### src/rtl/writeback_arb_pkg.sv
`default_nettype none
// writeback_arb_pkg: shared types, default sizes and helpers for the orion writeback stage.
package writeback_arb_pkg;

  localparam int ORION_XLEN        = 32;
  localparam int ORION_RF_IDX_BITS = 5;

  localparam int WB_NUM_SRC    = 3;
  localparam int WB_NUM_WP     = 1;
  localparam int WB_FIFO_DEPTH = 2;

  typedef struct packed {
    logic [ORION_RF_IDX_BITS-1:0] rd_s;
    logic [ORION_XLEN-1:0]        rd_v;
    logic                         rd_we;
  } wb_entry_t;

  function automatic int wrap_add(input int base, input int offset, input int modulus);
    return (base + offset) % modulus;
  endfunction

endpackage
`default_nettype wire

### src/rtl/writeback_arb_fifo.sv
`default_nettype none
// wb_fifo: small synchronous FIFO of writeback entries with count-based full/empty.
module wb_fifo
  import writeback_arb_pkg::*;
#(
  parameter int  DEPTH = WB_FIFO_DEPTH,
  parameter type T     = wb_entry_t
) (
  input  logic clk,
  input  logic rst_n,
  input  logic push,
  input  T     push_data,
  input  logic pop,
  output logic full,
  output logic empty,
  output T     head
);

  localparam int AW = $clog2(DEPTH);
  localparam int CW = AW + 1;

  T              mem [DEPTH];
  logic [AW-1:0] wr_ptr;
  logic [AW-1:0] rd_ptr;
  logic [CW-1:0] count;
  logic          do_push;
  logic          do_pop;

  // Full is judged on the registered count, so a same-cycle pop never frees a slot early.
  assign full    = (count == CW'(DEPTH));
  assign empty   = (count == '0);
  assign do_push = push && !full;
  assign do_pop  = pop && !empty;
  assign head    = mem[rd_ptr];

  always_ff @(posedge clk) begin
    if (do_push) begin
      mem[wr_ptr] <= push_data;
    end
  end

  always_ff @(posedge clk) begin
    if (!rst_n) begin
      wr_ptr <= '0;
      rd_ptr <= '0;
      count  <= '0;
    end else begin
      if (do_push) begin
        wr_ptr <= wr_ptr + AW'(1);
      end
      if (do_pop) begin
        rd_ptr <= rd_ptr + AW'(1);
      end
      case ({do_push, do_pop})
        2'b10:   count <= count + CW'(1);
        2'b01:   count <= count - CW'(1);
        default: count <= count;
      endcase
    end
  end

endmodule
`default_nettype wire

### src/rtl/writeback_arb.sv
`default_nettype none
// writeback_arb: per-source result FIFOs drained round-robin onto registered RF write ports,
// with same-destination conflict skipping and a 64-bit retired-result counter.
module writeback_arb
  import writeback_arb_pkg::*;
#(
  parameter int XLEN        = ORION_XLEN,
  parameter int RF_IDX_BITS = ORION_RF_IDX_BITS,
  parameter int NUM_SRC     = WB_NUM_SRC,
  parameter int NUM_WP      = WB_NUM_WP,
  parameter int FIFO_DEPTH  = WB_FIFO_DEPTH
) (
  input  logic                          clk_i,
  input  logic                          rst_i,
  input  logic [NUM_SRC-1:0]            src_valid_i,
  output logic [NUM_SRC-1:0]            src_ready_o,
  input  logic [NUM_SRC*RF_IDX_BITS-1:0] src_rd_s_i,
  input  logic [NUM_SRC*XLEN-1:0]       src_rd_v_i,
  input  logic [NUM_SRC-1:0]            src_rd_we_i,
  output logic [NUM_WP-1:0]             wp_we_o,
  output logic [NUM_WP*RF_IDX_BITS-1:0] wp_rd_s_o,
  output logic [NUM_WP*XLEN-1:0]        wp_rd_v_o,
  output logic [63:0]                   retire_cnt_o
);

  localparam int SW = $clog2(NUM_SRC);
  localparam int GW = $clog2(NUM_WP + 1);

  typedef struct packed {
    logic [RF_IDX_BITS-1:0] rd_s;
    logic [XLEN-1:0]        rd_v;
    logic                   rd_we;
  } entry_t;

  entry_t             heads [NUM_SRC];
  logic [NUM_SRC-1:0] full;
  logic [NUM_SRC-1:0] empty;
  logic [NUM_SRC-1:0] grant;

  logic [SW-1:0]      rr_q;
  logic [SW-1:0]      idx;
  logic [SW-1:0]      last_idx;
  logic [GW-1:0]      n_grant;
  logic [NUM_WP-1:0]  port_vld;
  entry_t             port_ent [NUM_WP];
  logic               conflict;

  generate
    for (genvar k = 0; k < NUM_SRC; k++) begin : g_src
      entry_t in_ent;

      assign in_ent.rd_s  = src_rd_s_i[k*RF_IDX_BITS +: RF_IDX_BITS];
      assign in_ent.rd_v  = src_rd_v_i[k*XLEN +: XLEN];
      assign in_ent.rd_we = src_rd_we_i[k];

      wb_fifo #(
        .DEPTH (FIFO_DEPTH),
        .T     (entry_t)
      ) u_fifo (
        .clk       (clk_i),
        .rst_n     (rst_i),
        .push      (src_valid_i[k]),
        .push_data (in_ent),
        .pop       (grant[k]),
        .full      (full[k]),
        .empty     (empty[k]),
        .head      (heads[k])
      );
    end
  endgenerate

  assign src_ready_o = ~full;

  // Scan heads from rr_q; a head whose destination is already being written this cycle
  // is skipped without stopping the scan, so later sources can still fill free ports.
  always_comb begin
    grant    = '0;
    port_vld = '0;
    n_grant  = '0;
    last_idx = rr_q;
    idx      = rr_q;
    conflict = 1'b0;
    for (int p = 0; p < NUM_WP; p++) begin
      port_ent[p] = '0;
    end
    for (int i = 0; i < NUM_SRC; i++) begin
      idx      = SW'(wrap_add(int'(rr_q), i, NUM_SRC));
      conflict = 1'b0;
      if (heads[idx].rd_we && (heads[idx].rd_s != '0)) begin
        for (int p = 0; p < NUM_WP; p++) begin
          if (port_vld[p] && port_ent[p].rd_we && (port_ent[p].rd_s == heads[idx].rd_s)) begin
            conflict = 1'b1;
          end
        end
      end
      if (!empty[idx] && (n_grant < GW'(NUM_WP)) && !conflict) begin
        for (int p = 0; p < NUM_WP; p++) begin
          if (n_grant == GW'(p)) begin
            port_vld[p] = 1'b1;
            port_ent[p] = heads[idx];
          end
        end
        grant[idx] = 1'b1;
        n_grant    = n_grant + GW'(1);
        last_idx   = idx;
      end
    end
  end

  always_ff @(posedge clk_i) begin
    if (!rst_i) begin
      rr_q         <= '0;
      retire_cnt_o <= '0;
      wp_we_o      <= '0;
      wp_rd_s_o    <= '0;
      wp_rd_v_o    <= '0;
    end else begin
      if (|grant) begin
        rr_q <= (last_idx == SW'(NUM_SRC - 1)) ? '0 : last_idx + SW'(1);
      end
      retire_cnt_o <= retire_cnt_o + 64'(n_grant);
      for (int p = 0; p < NUM_WP; p++) begin
        if (port_vld[p]) begin
          // x0 and non-writing results still retire, just with the enable low.
          wp_we_o[p]                                <= port_ent[p].rd_we && (port_ent[p].rd_s != '0);
          wp_rd_s_o[p*RF_IDX_BITS +: RF_IDX_BITS]  <= port_ent[p].rd_s;
          wp_rd_v_o[p*XLEN +: XLEN]                <= port_ent[p].rd_v;
        end else begin
          wp_we_o[p] <= 1'b0;
        end
      end
    end
  end

endmodule
`default_nettype wire

### config.mk
export PLATFORM = sky130hd
export DESIGN_NAME = writeback_arb
export DESIGN_NICKNAME = d
export VERILOG_FILES = /design/src/rtl/writeback_arb_pkg.sv /design/src/rtl/writeback_arb_fifo.sv /design/src/rtl/writeback_arb.sv
export SDC_FILE = /design/constraint.sdc
export NUM_CORES = 1
export LEC_CHECK = 0
export BUFFER_PORTS_ARGS = -buffer_cell sky130_fd_sc_hd__buf_2
export CAP_MARGIN = 0
export CORE_MARGIN = 2
export CORE_UTILIZATION = 40
export CTS_CLUSTER_DIAMETER = 80
export CTS_CLUSTER_SIZE = 25
export DETAILED_ROUTE_END_ITERATION = 8
export PLACE_DENSITY = 0.56
export SLEW_MARGIN = 10
export SYNTH_ARGS = -nofsm -noshare
export SYNTH_HDL_FRONTEND = slang
export SYNTH_SLANG_ARGS = --single-unit
### constraint.sdc
create_clock -name clk_i -period 5.7 [get_ports clk_i]
set_clock_uncertainty 0.05 [all_clocks]
set_input_delay 1.14 -clock clk_i [delete_from_list [all_inputs] [get_ports clk_i]]
set_output_delay 1.14 -clock clk_i [all_outputs]
set_load 0.05 [all_outputs]
==> results of run 1 <==
synth_stat cells, types with 5 or more instances:
cell type | number | area share, %
clkbuf_1 | 69 | 1.7
nor2_1 | 218 | 5.2
or3_1 | 13 | 0.52
a21oi_1 | 136 | 4.4
ha_1 | 9 | 0.72
xnor2_1 | 20 | 1.1
nand2b_1 | 6 | 0.24
nand4_1 | 15 | 0.60
dfxtp_1 | 119 | 15
o21ai_1 | 5 | 0.16
mux2_2 | 40 | 2.9
buf_1 | 12 | 0.29
nand3_1 | 28 | 0.90
nand2_1 | 75 | 1.8
nor3_1 | 11 | 0.35
and4_1 | 6 | 0.34
buf_2 | 9 | 0.29
mux2i_1 | 76 | 4.9
and2_1 | 12 | 0.48
xor2_1 | 40 | 2.2
a222oi_1 | 36 | 2.3
and3_1 | 17 | 0.68
edfxtp_1 | 228 | 44
o22ai_1 | 113 | 4.5
buf_4 | 5 | 0.24
inv_1 | 53 | 1.3
o21ai_0 | 18 | 0.58
registers in the layout, summed over array words and instances (netlist names), named ones only:
| name | cells |
|---|---|
| retire_cnt_o | 64 |
| g_src.u_fifo.wr_ptr | 3 |
| wp_we_o | 1 |
| wp_rd_v_o | 32 |
| g_src.u_fifo.mem | 228 |
| rr_q | 2 |
| g_src.u_fifo.count | 6 |
| wp_rd_s_o | 5 |
| g_src.u_fifo.rd_ptr | 3 |
kinds of logic (layout without fill, tap and decap cells):
logic type / Yosys count / count (layout) / share of synthesized area (%)
other: 0 / 3 / 0
adder cells (fa/ha/maj): 9 / 9 / 0.722
AO/OA/AOI/OAI: 328 / 328 / 13.1
AND/OR/NAND/NOR: 418 / 418 / 12.1
flip-flops: 347 / 347 / 59.1
XOR/XNOR: 60 / 60 / 3.37
multiplexers: 116 / 116 / 7.76
buffers and inverters: 150 / 338 / 3.85
worst max path at each step:
stage | start | to | cells past startpoint
after global routing | rr_q[0] | retire_cnt_o[57] | 15
after detailed placement | rr_q[0] | retire_cnt_o[57] | 15
after CTS | rr_q[0] | retire_cnt_o[57] | 15
after global placement | rr_q[0] | retire_cnt_o[59] | 15
after floorplan | rr_q[0] | retire_cnt_o[48] | 20
final | rr_q[0] | retire_cnt_o[57] | 15
worst max-delay path, stage by stage (launching register included):
cell,delay (ns)
dfxtp_1,0.44
inv_1,0.13
ha_4,0.38
inv_1,0.63
nand4_1,0.24
nor2_1,0.20
or2_2,0.17
nor2_4,0.05
inv_2,0.05
ha_1,0.15
and3_1,0.26
nand3_1,0.17
nor3_1,0.57
nand2_1,0.35
or3_1,0.38
a21oi_1,0.16
power groups by stage:
stage	sequential, W	clock [W]	combinational (W)
after global routing	0.00343	0.00194	0.00449
final	0.00338	0.00181	0.00414
after CTS	0.00339	0.00187	0.00412
after floorplan	0.00360	0	0.00279
after detailed placement	0.00345	0	0.00410
after global placement	0.00343	0	0.00402
routing by layer:
metal  track usage [%]  vias to the layer above  wire length [um]
li1                  -                     5616                 -
met1              27.0                     5637             18400
met2              34.6                      414             20500
met3              3.55                       77              2730
met4              6.75                       14              1240
met5                 0                        -                85
cell type report:
| class | instances | area (um2) | area share (%) |
|---|---|---|---|
| Sequential cell | 347 | 9230 | 51.2 |
| Tap cell | 518 | 648 | 3.60 |
| Antenna cell | 3 | 7.51 | 0.0417 |
| Multi-Input combinational cell | 931 | 5850 | 32.5 |
| Clock buffer | 28 | 626 | 3.47 |
| Timing Repair Buffer | 244 | 1270 | 7.07 |
| Inverter | 54 | 205 | 1.14 |
| Clock inverter | 12 | 174 | 0.965 |
per-stage QoR:
| stage | setup WS [ns] | hold slack [ns] |
|---|---|---|
| 2_1_floorplan | 1.57 | 0.431 |
| 3_3_place_gp | 1.43 | 0.387 |
| 3_5_place_dp | 1.26 | 0.394 |
| 4_1_cts | 1.17 | 0.407 |
| 5_1_grt | 0.875 | 0.426 |
| 6_report | 1.22 | 0.403 |
==> run summary, run 1 <==
Post-synth ARST share = 0%
Die width = 202 um
Fill count = 3635
FP Rows = 72
R2R setup slack = 1.22 ns
Crit end category = flop
Average wire per cell in the routed design = 20.1 um
Initial DRC Count = 968
R2r startpoint = rr_q[0]
Post-DR vias/cell = 5.50
Min-Delay Path Class = flop to flop
RSZ-0062 raised after global routing = no
Power share of the sequential group = 36.2%
Crit path DAT = 4.90 ns
Clock Power Share = 19.4%
Clock buffer depth = 3
# IOs = 224
Remaining Overflow, GRT = 0
Commonest non-fill, non-tap cell in the layout = edfxtp_1
Clk Latency, worst-skew pair = 0.55 ns
Post-place instance area = 17200 um2
Slew @ Worst Pin = 1.10 ns
DR vias = 11800
Hold_buf cts = 0
Post-synthesis cell count = 1428
Combinational share of power = 44.4%
CTS tree = done
Share of layout cells above drive strength 1 = 21.5%
CP Launch Type = flop
Sw Ratio = 41.7%
Final WL = 43000 um
Max-Cap Viols = 0
P&R area growth vs syn = 15.5%
DRC Markers = 0
Crit Path Category = flop to flop
Reg2reg path depth = 15
Die Y = 202 um
Worst VDD drop = 0.316 mV
Initial antenna violation count = 11
# H-tree levels = 1
Hold EP = wp_rd_v_o[30]
Die area = 40600 um2
Final Max Slew Viols = 0
Setup_tns = 0 ns
Synth Warn # = 0
Largest net degree at the start of global routing = 75
Starting Density = 40.5%
Cell area after layout = 18000 um2
WP data required = 6.11 ns
Resize count post-CTS = 0
EDFF count, synth = 228
Crit path max fanout = 34
Yosys reg bits = 347
Register area share after synthesis = 59.1%
Area of the core = 38600 um2
Final Non-Filler Cells = 2137
Routability Congestion = 0.766
First-pass detailed-route iteration total = 6
Main synth FF type = edfxtp_1
Int Power = 0.00543 W
Post-synth net total = 1556
Slew margin rel. = 26.7%
Post-detailed-route count of antenna-violating nets = 0
Mapped Area = 15600 um2
Final core occ = 46.7%
Net Sw Power = 0.00389 W
TritonCTS Buffers = 22
Hold path cells = 2
Status = finished, final reports clean
Worst flop-to-flop path endpoint = retire_cnt_o[57]
Most frequent cells in the layout = edfxtp_1 (228), buf_2 (223), nor2_1 (214)
Syn_area_per_cell = 10.9 um2
Nets = 1728
Post-CTS setup buffers = 0
Count of unique library cells instantiated by Yosys = 55
Final worst-path cycle share = 78.7%
Port Buf Inserts = 223
Clock Pin Slew Worst Setup and Hold Paths = 0.10 ns
Final Hold Vio Count = 0
Placed Instances = 2094
Overall Power = 0.00932 W
Setup Viol. Count Final = 0
All-Layer GR Usage = 20.6%
First-pass GRT wire length = 65100 um
Lkg Pwr = 6.64 nW
Hold path start = wp_rd_v_o[30]
Power Dens Cells = 517 nW/um2
Number of global-route vias before repair = 11200
CTS Root Cell = clkbuf_16
Clock sinks = 347
Fmax = 223 MHz
Hpwl dp = 27400 um
Tmin final = 4.48 ns
No activity file was read; power rests on OpenSTA's default activity.
==> run 2: changes to the inputs <==
ABC_AREA = 1   (was unset)
clock period = 4.3 ns   (was 5.7 ns; I/O delays follow)
==> run summary, run 2 <==
RSZ-0062 raised after global routing = no
Post-DR vias/cell = 5.21 (-5.3%)
Resize count post-CTS = 0 (unchanged)
CP dominant cell by count = ha_1
Post-synth ARST share = 0% (unchanged)
Initial DRC Count = 1251 (+29%)
End of the critical path = retire_cnt_o[60]
Worst flop-to-flop path endpoint = retire_cnt_o[60]
Fill count = 4340 (+19%)
CP Launch Type = flop
Critical path depth = 16 (+1)
Highest Signal Layer = met5
Met1 WL = 23900 um (+30%)
Top cell type's share of synthesized area = 39.4% (-4.5 points)
FF/Latch Area = 9230 um2 (about the same)
Main synth FF type = edfxtp_1
Fmax = 257 MHz (+15%)
Number of global-route vias before repair = 14000 (+25%)
Max reg flops = 228 (unchanged)
FP Rows = 76 (+5.6%)
Slew margin rel. = 20.8% (-5.9 points)
Top Registers = g_src.u_fifo.mem: 228 flops, retire_cnt_o: 64 flops, wp_rd_v_o: 32 flops
Crit-path max cell delay = 0.48 ns (-0.15 ns)
Post-detailed-route count of antenna-violating nets = 0 (unchanged)
DRC Markers = 0 (unchanged)
Average wire per cell in the routed design = 18.9 um (-5.9%)
Slew @ Worst Pin = 1.19 ns (+0.0863 ns)
Share of layout cells above drive strength 1 = 16.4% (-5.1 points)
Synth Warn # = 0 (unchanged)
# IOs = 224 (unchanged)
Clock sinks = 347 (unchanged)
Cell family with most CP delay = simple AND/OR/NAND/NOR gates
Crit Path Category = flop to flop
Routed wl met3 = 3080 um (+13%)
DR vias = 15100 (+28%)
Tmin final = 3.89 ns (-0.592 ns)
# H-tree levels = 1 (unchanged)
Count leader, synth = nand2_1
Largest net degree at the start of global routing = 85 (+13%)
Post-CTS setup buffers = 0 (unchanged)
Final WL = 54900 um (+28%)
WP data required = 4.68 ns (-1.43 ns)
Area of the core = 43000 um2 (+11%)
Footprint of the multi-input gates = 7130 um2 (+22%)
Count of unique library cells instantiated by Yosys = 46 (-16%)
Cell breakdown of the critical path = inv_1 -> ha_1 -> buf_4 -> o21ai_2 -> nand2_4 -> nor2_8 -> nand2_4 -> ha_1 -> ha_1 -> nand2_1 -> nor2_2 -> inv_1 -> nor2_1 -> nand2_1 -> o21ai_0 -> a21oi_1
XOR/XNOR Fraction of Synth Area = 0.554% (-2.8 points)
R2r startpoint = rr_q[0]
Final Max Slew Viols = 0 (unchanged)
R2R setup slack = 0.41 ns (-0.81 ns)
P&R area growth vs syn = 14.9%
Hpwl dp = 40400 um (+47%)
Clk Latency, worst-skew pair = 0.59 ns (+0.04 ns)
Most frequent cells in the layout = nand2_1 (721), edfxtp_1 (228), buf_2 (223)
Min-Delay Path Class = input pin to flop
Max-Cap Viols = 0 (unchanged)
TritonCTS Buffers = 26 (+18%)
Hold_buf cts = 0 (unchanged)
Register area share after synthesis = 53.1% (-6.1 points)
Overall Power = 0.0143 W (+54%)
Reg2reg path depth = 16 (+1)
Status = finished, final reports clean
Nets = 2420 (+40%)
Post-synthesis compound-gate area fraction = 7.82% (-5.2 points)
Syn_area_per_cell = 8.23 um2 (-25%)
Setup_tns = 0 ns (unchanged)
Metal2 WL = 26100 um (+27%)
CTS Root Cell = clkbuf_16
Port Buf Inserts = 223 (unchanged)
Synth area leaders = edfxtp_1 (39%), nand2_1 (16%), dfxtp_1 (14%), nand3_1 (5.4%), a21oi_1 (3.6%)
Largest family of logic cells by synthesized area = simple AND/OR/NAND/NOR gates
Final core occ = 46.5% (-0.26 points)
Cell area after layout = 20000 um2 (+11%)
Remaining Overflow, GRT = 0 (unchanged)
First-pass detailed-route iteration total = 6 (unchanged)
Starting Density = 40.4% (about the same)
Yosys reg bits = 347 (unchanged)
Top cells by count, synth = nand2_1 (721), edfxtp_1 (228), nand3_1 (187)
Top reg by flops = g_src.u_fifo.mem
Routability Congestion = 0.985 (+29%)
Clock Pin Slew Worst Setup and Hold Paths = 0.09 ns (about the same)
Final worst-path cycle share = 90.5% (+12 points)
Critical path buffers and inverters = 3 (unchanged)
Post-synth net total = 2241 (+44%)
Crit path DAT = 4.27 ns (-0.63 ns)
Worst VDD drop = 0.363 mV (+15%)
Multiplexer share of the synthesized area = 2.19% (-5.6 points)
Die area = 45100 um2 (+11%)
Mapped Area = 17400 um2 (+11%)
Lkg Pwr = 8.20 nW (+24%)
First-pass GRT wire length = 82800 um (+27%)
Post-synthesis cell count = 2113 (+48%)
Crit path max fanout = 27 (-21%)
Commonest non-fill, non-tap cell in the layout = nand2_1
Post-place instance area = 19000 um2 (+10%)
All-Layer GR Usage = 24.1% (+3.6 points)
Crit path launch = rr_q[0]
Post-synth top area cell = edfxtp_1
CTS tree = done
Initial antenna violation count = 6 (-5)
Power Dens Cells = 718 nW/um2 (+39%)
Post-Synth Adder-Cell Area = 0.648% (-0.074 points)
Final Hold Vio Count = 0 (unchanged)
EDFF count, synth = 228 (unchanged)
Setup Viol. Count Final = 0 (unchanged)
Clock buffer depth = 3 (unchanged)
Die Y = 212 um (+5.4%)
CP max-delay cell = nor2_1
Simple-Gate Fraction of Synth Area = 29.5% (+17 points)
Die width = 212 um (+5.4%)
Crit end category = flop
[run 2: power by group]
| group | total [W] | switching (W) | internal (W) |
|---|---|---|---|
| Sequential | 0.00437 | 0.000211 | 0.00415 |
| Clock | 0.00280 | 0.00145 | 0.00135 |
| Combinational | 0.00718 | 0.00513 | 0.00205 |
| Total | 0.0143 | 0.00678 | 0.00756 |
[run 2: cell type report]
class                           instances  area share, %
Timing Repair Buffer                  246           6.45
Tap cell                              585           3.66
Inverter                              161           3.04
Antenna cell                            3         0.0376
Sequential cell                       347           46.2
Clock inverter                         21           1.65
Clock buffer                           26           3.26
Multi-Input combinational cell       1510           35.7
[run 2: worst register-to-register path, cell delays in order (launching register included)]
cell and delay, ns:
dfxtp_1 0.39, inv_1 0.11, ha_1 0.46, buf_4 0.39, o21ai_2 0.14, nand2_4 0.14, nor2_8 0.06, nand2_4 0.13
ha_1 0.25, ha_1 0.26, nand2_1 0.11, nor2_2 0.20, inv_1 0.09, nor2_1 0.48, nand2_1 0.18, o21ai_0 0.19
a21oi_1 0.08
[run 2: how the worst min path moves through the flow]
stage	start	cells past startpoint	endpoint
2_1_floorplan	g_src[2].u_fifo.count[1]	1	g_src[2].u_fifo.count[1]
3_3_place_gp	g_src[2].u_fifo.count[1]	1	g_src[2].u_fifo.count[1]
3_5_place_dp	wp_rd_v_o[21]	2	wp_rd_v_o[21]
4_1_cts	src_rd_v_i[72]	1	g_src[2].u_fifo.mem[1][9]
5_1_grt	src_rd_v_i[28]	1	g_src[0].u_fifo.mem[1][29]
6_report	src_rd_v_i[72]	1	g_src[2].u_fifo.mem[0][9]
[run 2: cell families (layout without fill, tap and decap cells)]
kind of cell	count (synthesis)	in the layout
fa+ha+maj	9	9
xor+xnor	11	11
simple gates	1194	1194
buf+inv	256	454
flops	347	347
other cells	0	3
compound gates	258	258
mux	38	38
[run 2: routing by layer]
metal	GRT usage, %	up-vias
met5	0	-
met4	7.23	6
met3	3.75	86
met2	40.4	468
met1	32.3	7182
li1	-	7364
[run 2: through the flow]
stage                     worst slack [ns]  hold WS [ns]  instances
after global routing                 0.138         0.372       2899
final                                0.407         0.394       2899
after floorplan                       1.16         0.393       2113
after CTS                            0.466         0.371       2896
after global placement               0.558         0.403       2849
after detailed placement             0.514         0.407       2849
==> run 3: changes to the inputs <==
PLACE_DENSITY = 0.62   (was 0.56)
==> run summary, run 3 (synthesized netlist as in run 2, its figures left out) <==
Power share of the sequential group = 31.3% (+0.9 points)
Die width = 212 um (unchanged)
Combinational share of power = 51.5% (+1.5 points)
Final WL = 53800 um (-1.9%)
First-pass GRT wire length = 79900 um (-3.4%)
All-Layer GR Usage = 23.3% (-0.80 points)
Final Max Slew Viols = 0 (unchanged)
# H-tree levels = 1 (unchanged)
Average wire per cell in the routed design = 18.6 um (-1.7%)
Worst VDD drop = 0.585 mV (+61%)
Fmax = 281 MHz (+9.3%)
Status = finished, final reports clean
Slew margin rel. = 18.7% (-2.1 points)
Final Non-Filler Cells = 2892 (-0.24%)
Post-CTS setup buffers = 0 (unchanged)
Max reg flops = 228 (unchanged)
Commonest non-fill, non-tap cell in the layout = nand2_1
Power Dens Cells = 706 nW/um2 (-1.7%)
Initial antenna violation count = 9 (+3)
Clock Power Share = 17.2% (-2.3 points)
Die area = 45100 um2 (unchanged)
Post-place instance area = 19000 um2 (-0.16%)
Remaining Overflow, GRT = 0 (unchanged)
Max-Cap Viols = 0 (unchanged)
Area of the core = 43000 um2 (unchanged)
Setup_tns = 0 ns (unchanged)
Share of layout cells above drive strength 1 = 15.9% (-0.46 points)
Placed Instances = 2845 (-0.14%)
Final worst-path cycle share = 82.8% (-7.7 points)
Resize count post-CTS = 0 (unchanged)
Top reg by flops = g_src.u_fifo.mem
RSZ-0062 raised after global routing = no
Largest net degree at the start of global routing = 82 (-3.5%)
Number of global-route vias before repair = 13900 (-0.72%)
Cell area after layout = 19800 um2 (-1.0%)
Hold_buf cts = 0 (unchanged)
Net Sw Power = 0.00668 W (-1.6%)
Die Y = 212 um (unchanged)
Post-DR vias/cell = 5.20 (-0.25%)
# IOs = 224 (unchanged)
Crit path DAT = 3.96 ns (-0.31 ns)
DR vias = 15000 (-0.49%)
Clock sinks = 347 (unchanged)
Overall Power = 0.0140 W (-2.7%)
Clock buffer depth = 3 (unchanged)
Top Registers = g_src.u_fifo.mem: 228 flops, retire_cnt_o: 64 flops, wp_rd_v_o: 32 flops
Initial DRC Count = 1314 (+5.0%)
Crit Path Category = flop to flop
Routability Congestion = 0.984 (about the same)
CTS Root Cell = clkbuf_16
Sw Ratio = 47.8% (+0.53 points)
Lkg Pwr = 8.10 nW (-1.2%)
Nets = 2414 (-0.25%)
Post-detailed-route count of antenna-violating nets = 0 (unchanged)
Most frequent cells in the layout = nand2_1 (721), edfxtp_1 (228), buf_2 (223)
P&R area growth vs syn = 13.7%
First-pass detailed-route iteration total = 6 (unchanged)
Tmin final = 3.56 ns (-0.332 ns)
Final core occ = 46.0% (-0.48 points)
CP Launch Type = flop
TritonCTS Buffers = 23 (-12%)
Final Hold Vio Count = 0 (unchanged)
Clk Latency, worst-skew pair = 0.58 ns (about the same)
Hpwl dp = 39400 um (-2.4%)
FP Rows = 76 (unchanged)
Crit end category = flop
WP data required = 4.69 ns (about the same)
Clock Pin Slew Worst Setup and Hold Paths = 0.10 ns (about the same)
Slew @ Worst Pin = 1.22 ns (+0.0310 ns)
DRC Markers = 0 (unchanged)
Crit path max fanout = 12 (-56%)
Int Power = 0.00728 W (-3.6%)
Min-Delay Path Class = input pin to flop
CTS tree = done
Setup Viol. Count Final = 0 (unchanged)
Port Buf Inserts = 223 (unchanged)
Starting Density = 40.4% (unchanged)
## run 3: cell types whose count changed in the layout (fill, tap and decap cells not counted), moves of 3 or more
cell	before	now
buf_4	23	19
clkbuf_1	0	4
clkbuf_16	26	23
inv_8	4	1
## run 3: stage by stage
stage                     hold slack [ns]  worst slack, ns
after floorplan                     0.393             1.16
after global placement              0.402            0.830
after detailed placement            0.414            0.732
after CTS                           0.401            0.736
after global routing                0.409            0.314
final                               0.413            0.739
## run 3: power groups by stage
stage	registers (W)	logic (W)	clock network (W)
2_1_floorplan	0.00485	0.00494	0
3_3_place_gp	0.00443	0.00705	0
3_5_place_dp	0.00444	0.00715	0
4_1_cts	0.00437	0.00717	0.00244
5_1_grt	0.00442	0.00800	0.00255
6_report	0.00437	0.00719	0.00240
## run 3: metal layers
layer	vias up	wire (um)	track usage, %
li1	7346	-	-
met1	7112	22200	29.4
met2	470	25800	39.2
met3	98	3680	4.99
met4	6	2080	9.24
met5	-	40	0
## run 3: worst max-delay path: stages, from the launching register on
cell	delay (ns)
dfxtp_1	0.39
inv_1	0.10
ha_1	0.44
nand2_4	0.13
inv_2	0.10
nand2_1	0.11
a21boi_4	0.22
inv_2	0.06
nand2_4	0.10
ha_1	0.24
ha_1	0.25
nand2_1	0.10
nor2_2	0.24
nand2_1	0.19
nor2_1	0.19
nand2_1	0.12
nor4_2	0.19
xor2_1	0.17
nor2_1	0.05
## run 3: area by class of cell
cell class / instances / area, um2
Clock buffer: 28 / 604
Sequential cell: 347 / 9230
Antenna cell: 5 / 12.5
Multi-Input combinational cell: 1510 / 7130
Fill cell: 4261 / 23200
Tap cell: 585 / 732
Inverter: 161 / 607
Timing Repair Buffer: 243 / 1280
Clock inverter: 13 / 174
## run 3: worst paths after layout
path,startpoint,to,slack (ns),cells after the start
setup reg to reg,rr_q[0],retire_cnt_o[62],0.74,18
hold / removal,src_rd_v_i[38],g_src[1].u_fifo.mem[0][7],0.41,1
setup / recovery,rr_q[0],retire_cnt_o[62],0.74,18
hold reg to reg,wp_rd_v_o[13],wp_rd_v_o[13],0.42,2
